### config.mk
export PLATFORM = sky130hd
export DESIGN_NAME = func_sweep_driver
export DESIGN_NICKNAME = d
export VERILOG_FILES = /design/src/rtl/func_sweep_driver.sv
export SDC_FILE = /design/constraint.sdc
export NUM_CORES = 1
export LEC_CHECK = 0
export CORE_UTILIZATION = 42
export DETAILED_ROUTE_END_ITERATION = 10
export PLACE_DENSITY = 0.65
export SYNTH_ARGS = -nofsm -noshare
export SYNTH_HDL_FRONTEND = slang
export SYNTH_SLANG_ARGS = --single-unit
### constraint.sdc
create_clock -name clk -period 4.2 [get_ports clk]
set_input_delay 1.26 -clock clk [delete_from_list [all_inputs] [get_ports clk]]
set_output_delay 1.26 -clock clk [all_outputs]
set_load 0.02 [all_outputs]
### src/rtl/func_sweep_driver.sv
// rtl/func_sweep_driver.sv - exhaustive 4-input dual-rail vector sweeper and truth-table capture
//
// Purpose:
//   On an accepted start, drives all 16 vectors {a,b,c,d} = 0..15 onto
//   registered true/complement rails. Each vector is held for SETTLE_CYCLES+1
//   cycles. func_out is sampled on the last edge of each hold window into
//   truth_table[vector].
//
// Optional feature macro: FUNC_SWEEP_CHECK_EN
//   When defined, every sample is compared against golden[vector]. The first
//   failing vector is latched into mismatch/fail_idx.
//
// Parameters:
//   SETTLE_CYCLES   extra hold cycles per vector, 0..15
//
// Ports:
//   clk             rising-edge clock
//   rst             synchronous active-high reset
//   start           sweep request, only honoured while idle
//   func_out        output of the cell under stimulus
//   a,b,c,d         true rails of the current vector (a = MSB)
//   not_a..not_d    complement rails
//   busy            high for the whole sweep
//   done            one-cycle pulse after the final sample
//   truth_table     bit k = func_out sampled for vector k
//   golden          expected truth table (FUNC_SWEEP_CHECK_EN only)
//   mismatch        a sample differed from golden (FUNC_SWEEP_CHECK_EN only)
//   fail_idx        first differing vector (FUNC_SWEEP_CHECK_EN only)

module func_sweep_driver #(
    parameter int unsigned SETTLE_CYCLES = 1
) (
    input  logic        clk,
    input  logic        rst,
    input  logic        start,
    input  logic        func_out,
`ifdef FUNC_SWEEP_CHECK_EN
    input  logic [15:0] golden,
    output logic        mismatch,
    output logic [3:0]  fail_idx,
`endif
    output logic        a,
    output logic        b,
    output logic        c,
    output logic        d,
    output logic        not_a,
    output logic        not_b,
    output logic        not_c,
    output logic        not_d,
    output logic        busy,
    output logic        done,
    output logic [15:0] truth_table
);

    typedef enum logic [1:0] {
        ST_IDLE = 2'd0,
        ST_HOLD = 2'd1,
        ST_DONE = 2'd2
    } state_e;

    localparam logic [3:0] SETTLE_LAST = SETTLE_CYCLES[3:0];
    localparam logic [3:0] VEC_LAST    = 4'd15;

    state_e      state_q, state_d;
    logic [3:0]  vec_q,   vec_d;
    logic [3:0]  cnt_q,   cnt_d;
    logic [15:0] tt_q,    tt_d;

`ifdef FUNC_SWEEP_CHECK_EN
    logic        mis_q,   mis_d;
    logic [3:0]  fidx_q,  fidx_d;
`endif

    // ------------------------------------------------------------------
    // State register
    // ------------------------------------------------------------------
    always_ff @(posedge clk) begin
        if (rst) begin
            state_q <= ST_IDLE;
            vec_q   <= 4'd0;
            cnt_q   <= 4'd0;
            tt_q    <= 16'h0000;
`ifdef FUNC_SWEEP_CHECK_EN
            mis_q   <= 1'b0;
            fidx_q  <= 4'd0;
`endif
        end else begin
            state_q <= state_d;
            vec_q   <= vec_d;
            cnt_q   <= cnt_d;
            tt_q    <= tt_d;
`ifdef FUNC_SWEEP_CHECK_EN
            mis_q   <= mis_d;
            fidx_q  <= fidx_d;
`endif
        end
    end

    // ------------------------------------------------------------------
    // Next-state logic
    // ------------------------------------------------------------------
    always_comb begin
        state_d = state_q;
        vec_d   = vec_q;
        cnt_d   = cnt_q;
        tt_d    = tt_q;
`ifdef FUNC_SWEEP_CHECK_EN
        mis_d   = mis_q;
        fidx_d  = fidx_q;
`endif

        case (state_q)
            ST_IDLE: begin
                vec_d = 4'd0;
                if (start) begin
                    tt_d    = 16'h0000;
                    cnt_d   = 4'd0;
                    state_d = ST_HOLD;
`ifdef FUNC_SWEEP_CHECK_EN
                    mis_d   = 1'b0;
                    fidx_d  = 4'd0;
`endif
                end
            end

            ST_HOLD: begin
                if (cnt_q == SETTLE_LAST) begin
                    // Last edge of this vector's window: capture raw, so a
                    // floating or contended cell output is preserved as-is.
                    tt_d[vec_q] = func_out;
`ifdef FUNC_SWEEP_CHECK_EN
                    // Case inequality so an X/Z sample is treated as a fail.
                    if (!mis_q && (func_out !== golden[vec_q])) begin
                        mis_d  = 1'b1;
                        fidx_d = vec_q;
                    end
`endif
                    cnt_d = 4'd0;
                    // Vector stops at 15; it never wraps inside a sweep.
                    if (vec_q == VEC_LAST) begin
                        state_d = ST_DONE;
                    end else begin
                        vec_d = vec_q + 4'd1;
                    end
                end else begin
                    cnt_d = cnt_q + 4'd1;
                end
            end

            ST_DONE: begin
                // Start is not looked at here, so requests are not queued.
                vec_d   = 4'd0;
                state_d = ST_IDLE;
            end

            default: begin
                vec_d   = 4'd0;
                state_d = ST_IDLE;
            end
        endcase
    end

    // ------------------------------------------------------------------
    // Outputs: both rails come from the single vector register, so they
    // are complementary in every cycle, including while in reset.
    // ------------------------------------------------------------------
    assign a     = vec_q[3];
    assign b     = vec_q[2];
    assign c     = vec_q[1];
    assign d     = vec_q[0];
    assign not_a = ~vec_q[3];
    assign not_b = ~vec_q[2];
    assign not_c = ~vec_q[1];
    assign not_d = ~vec_q[0];

    assign busy        = (state_q == ST_HOLD);
    assign done        = (state_q == ST_DONE);
    assign truth_table = tt_q;

`ifdef FUNC_SWEEP_CHECK_EN
    assign mismatch = mis_q;
    assign fail_idx = fidx_q;
`endif

endmodule

==> out/results.tsv <==
metric	value	unit
max_slew.worst_pin.slew	0.7769	ns
vias	1319	
drcViolationCount	0	
crit_chain	nand2b_1 -> inv_6 -> clkdlybuf4s50_1	
num_antenna_cells	0	
die_h	61.22	um
die-area	0.003747	mm2
power_leakage	0.5600	nW
syn_nets	172	
place_congestion	0.7917	
clock-sinks	26	
root_buffer	clkbuf_4	
cts.path.max_buffers	2	
syn_avg_cell_area	9.091	um2
worstPathRequired	2.94	ns
ctsHtreeMaxLevel	1	
drv_slew	0	
end_kind	output pin	
status	finished, final reports clean	
fin_nets	197	
critPathKind	flip-flop to output pin	
nFillCells	348	
max_stage_delay	0.62	ns
grt_pass1_wl	5878	um
synth-seq-cells	26	
grt-ovfl-total	0	
cts_setup_buffers	0	
power_density	237.5	mW/mm2
final_hold_viol_count	0	
ys_async_sr_fraction	0	%
critPathArrivalTime	2.13	ns
drt_first_pass_iters	4	
start_util	44.13	%
period_share	80.78	%
dr.first_iter.drc_count	39	
layout_min_cycle_time	3.393	ns
wirelength	3557	um
synth_edf_count	0	
worst_hold_path_type	flip-flop to flip-flop	
setup_tns	0	ns
port_buffers	29	
vias_per_cell	5.685	
ys_warn_count	0	
cts_tree	done	
cp_max_fo	18	
vdd_drop_max	0.1096	mV
ys_types	37	
dp_slack	1.184	ns
ios	30	
areaGrowthSynthToFinish	21.58	%
die_w	61.22	um
avgRoutedWirePerCell	15.33	um
final_cell_mix	29 x clkdlybuf4s50_1, 26 x dfxtp_1, 21 x nand3_1, 16 x nand2b_1, 15 x o211ai_1	
track_usage	21.17	%
grt_pass1_vias	1271	
layout-drive-gt1-share	5.914	%
clock_skew	0.002313	ns
setup_ws	0.8071	ns
fmax	0.2947	GHz
drv_cap	0	
cts-buffers-inserted	3	
grt_max_degree	27	
start_kind	flip-flop	
clk_latency	0.32	ns
placedCellCount	228	
final_cell_count_no_fill	232	
rows	21	
antenna_found_initial	0	
setup_violations	0	
postRouteAntennaNets	0	
core	0.003337	mm2
ctsResizeCount	0	
clk_pin_slew	0.14	ns
regArea	520.5	um2
final_common_cell	clkdlybuf4s50_1	
crit_family	buffers and inverters	
hpwl	2410	um
total_power	425.3	uW
grt_setup_unrepaired	no	
syn_area	0.001473	mm2
hold_buffers	0	
ff2ff_setup_slack	2.12	ns
synthFlopType	dfxtp_1	
syn_inst	162	
multiInputGateArea	843.3	um2
critical_path_buf_inv_count	2	
cpMaxStageDelayCell	clkdlybuf4s50_1	
slew_headroom	48.21	%
ys_seq_area_share	35.34	%
-- power by group --
part / internal, mW / switching (mW) / total (mW)
clock: 0.0531 / 0.0762 / 0.129
combinational: 0.0155 / 0.0285 / 0.0440
sequential: 0.249 / 0.00307 / 0.252
total: 0.317 / 0.108 / 0.425
-- through the flow --
| stage | util, % | cell area, um2 | hold WS (ns) |
|---|---|---|---|
| after floorplan | - | 1473 | 0.4592 |
| after global placement | 52.57 | 1754 | 0.4820 |
| after detailed placement | 52.57 | 1754 | 0.4853 |
| after CTS | 53.66 | 1790 | 0.5084 |
| after global routing | 53.66 | 1790 | 0.5456 |
| final | 53.66 | 1790 | 0.5039 |
-- flip-flops by register name, indices dropped and copies added (netlist names) --
register,flops
state_q,2
cnt_q,4
vec_q,4
truth_table,16
-- metal layers --
metal,up-vias,track usage (%),part of all wire [%]
li1,658,-,-
met1,625,29.12,50
met2,30,32.92,45
met3,6,3.151,3.5
met4,0,9.091,1.5
met5,-,0,0
-- cells by family after synthesis --
group	after synthesis	synth area share [%]
flops	26	35.34
buf+inv	18	7.392
simple gates	63	27.02
compound gates	49	25.15
fa+ha+maj	6	5.098
-- cell usage after synthesis (3+ instances only) --
library cell   n  area [um2]
nor2b_1        3       18.77
buf_6          3       33.78
a21oi_1        6       30.03
o21ai_0        4       20.02
or3_1          3       18.77
clkbuf_1       5       18.77
ha_1           6       75.07
inv_1          7       26.28
nand2b_1      16       100.1
o211ai_1      15       112.6
and4b_1        4       40.04
a311o_1        3       30.03
dfxtp_1       26       520.5
nand3_1       21       105.1
a211o_1       12       105.1
-- final cells by class --
cell class / count / area share [%]
Inverter: 8 / 1.957
Timing Repair Buffer: 30 / 16.63
Clock buffer: 4 / 2.027
Sequential cell: 26 / 29.07
Tap cell: 46 / 3.215
Multi-Input combinational cell: 118 / 47.10
-- path summary, 6_finish.rpt --
| path | start | endpoint | depth (start not counted) |
|---|---|---|---|
| worst max-delay path | state_q[0] | busy | 3 |
| worst min-delay path | cnt_q[1] | cnt_q[1] | 2 |
| worst max register to register | state_q[0] | truth_table[11] | 4 |
| worst min register to register | cnt_q[1] | cnt_q[1] | 2 |
-- tightest hold or removal path, cell delays in order (launching register included) --
cell,delay [ns]
dfxtp_1,0.37
nand2_1,0.06
a21oi_1,0.05
(Power assumes the default switching activity.)
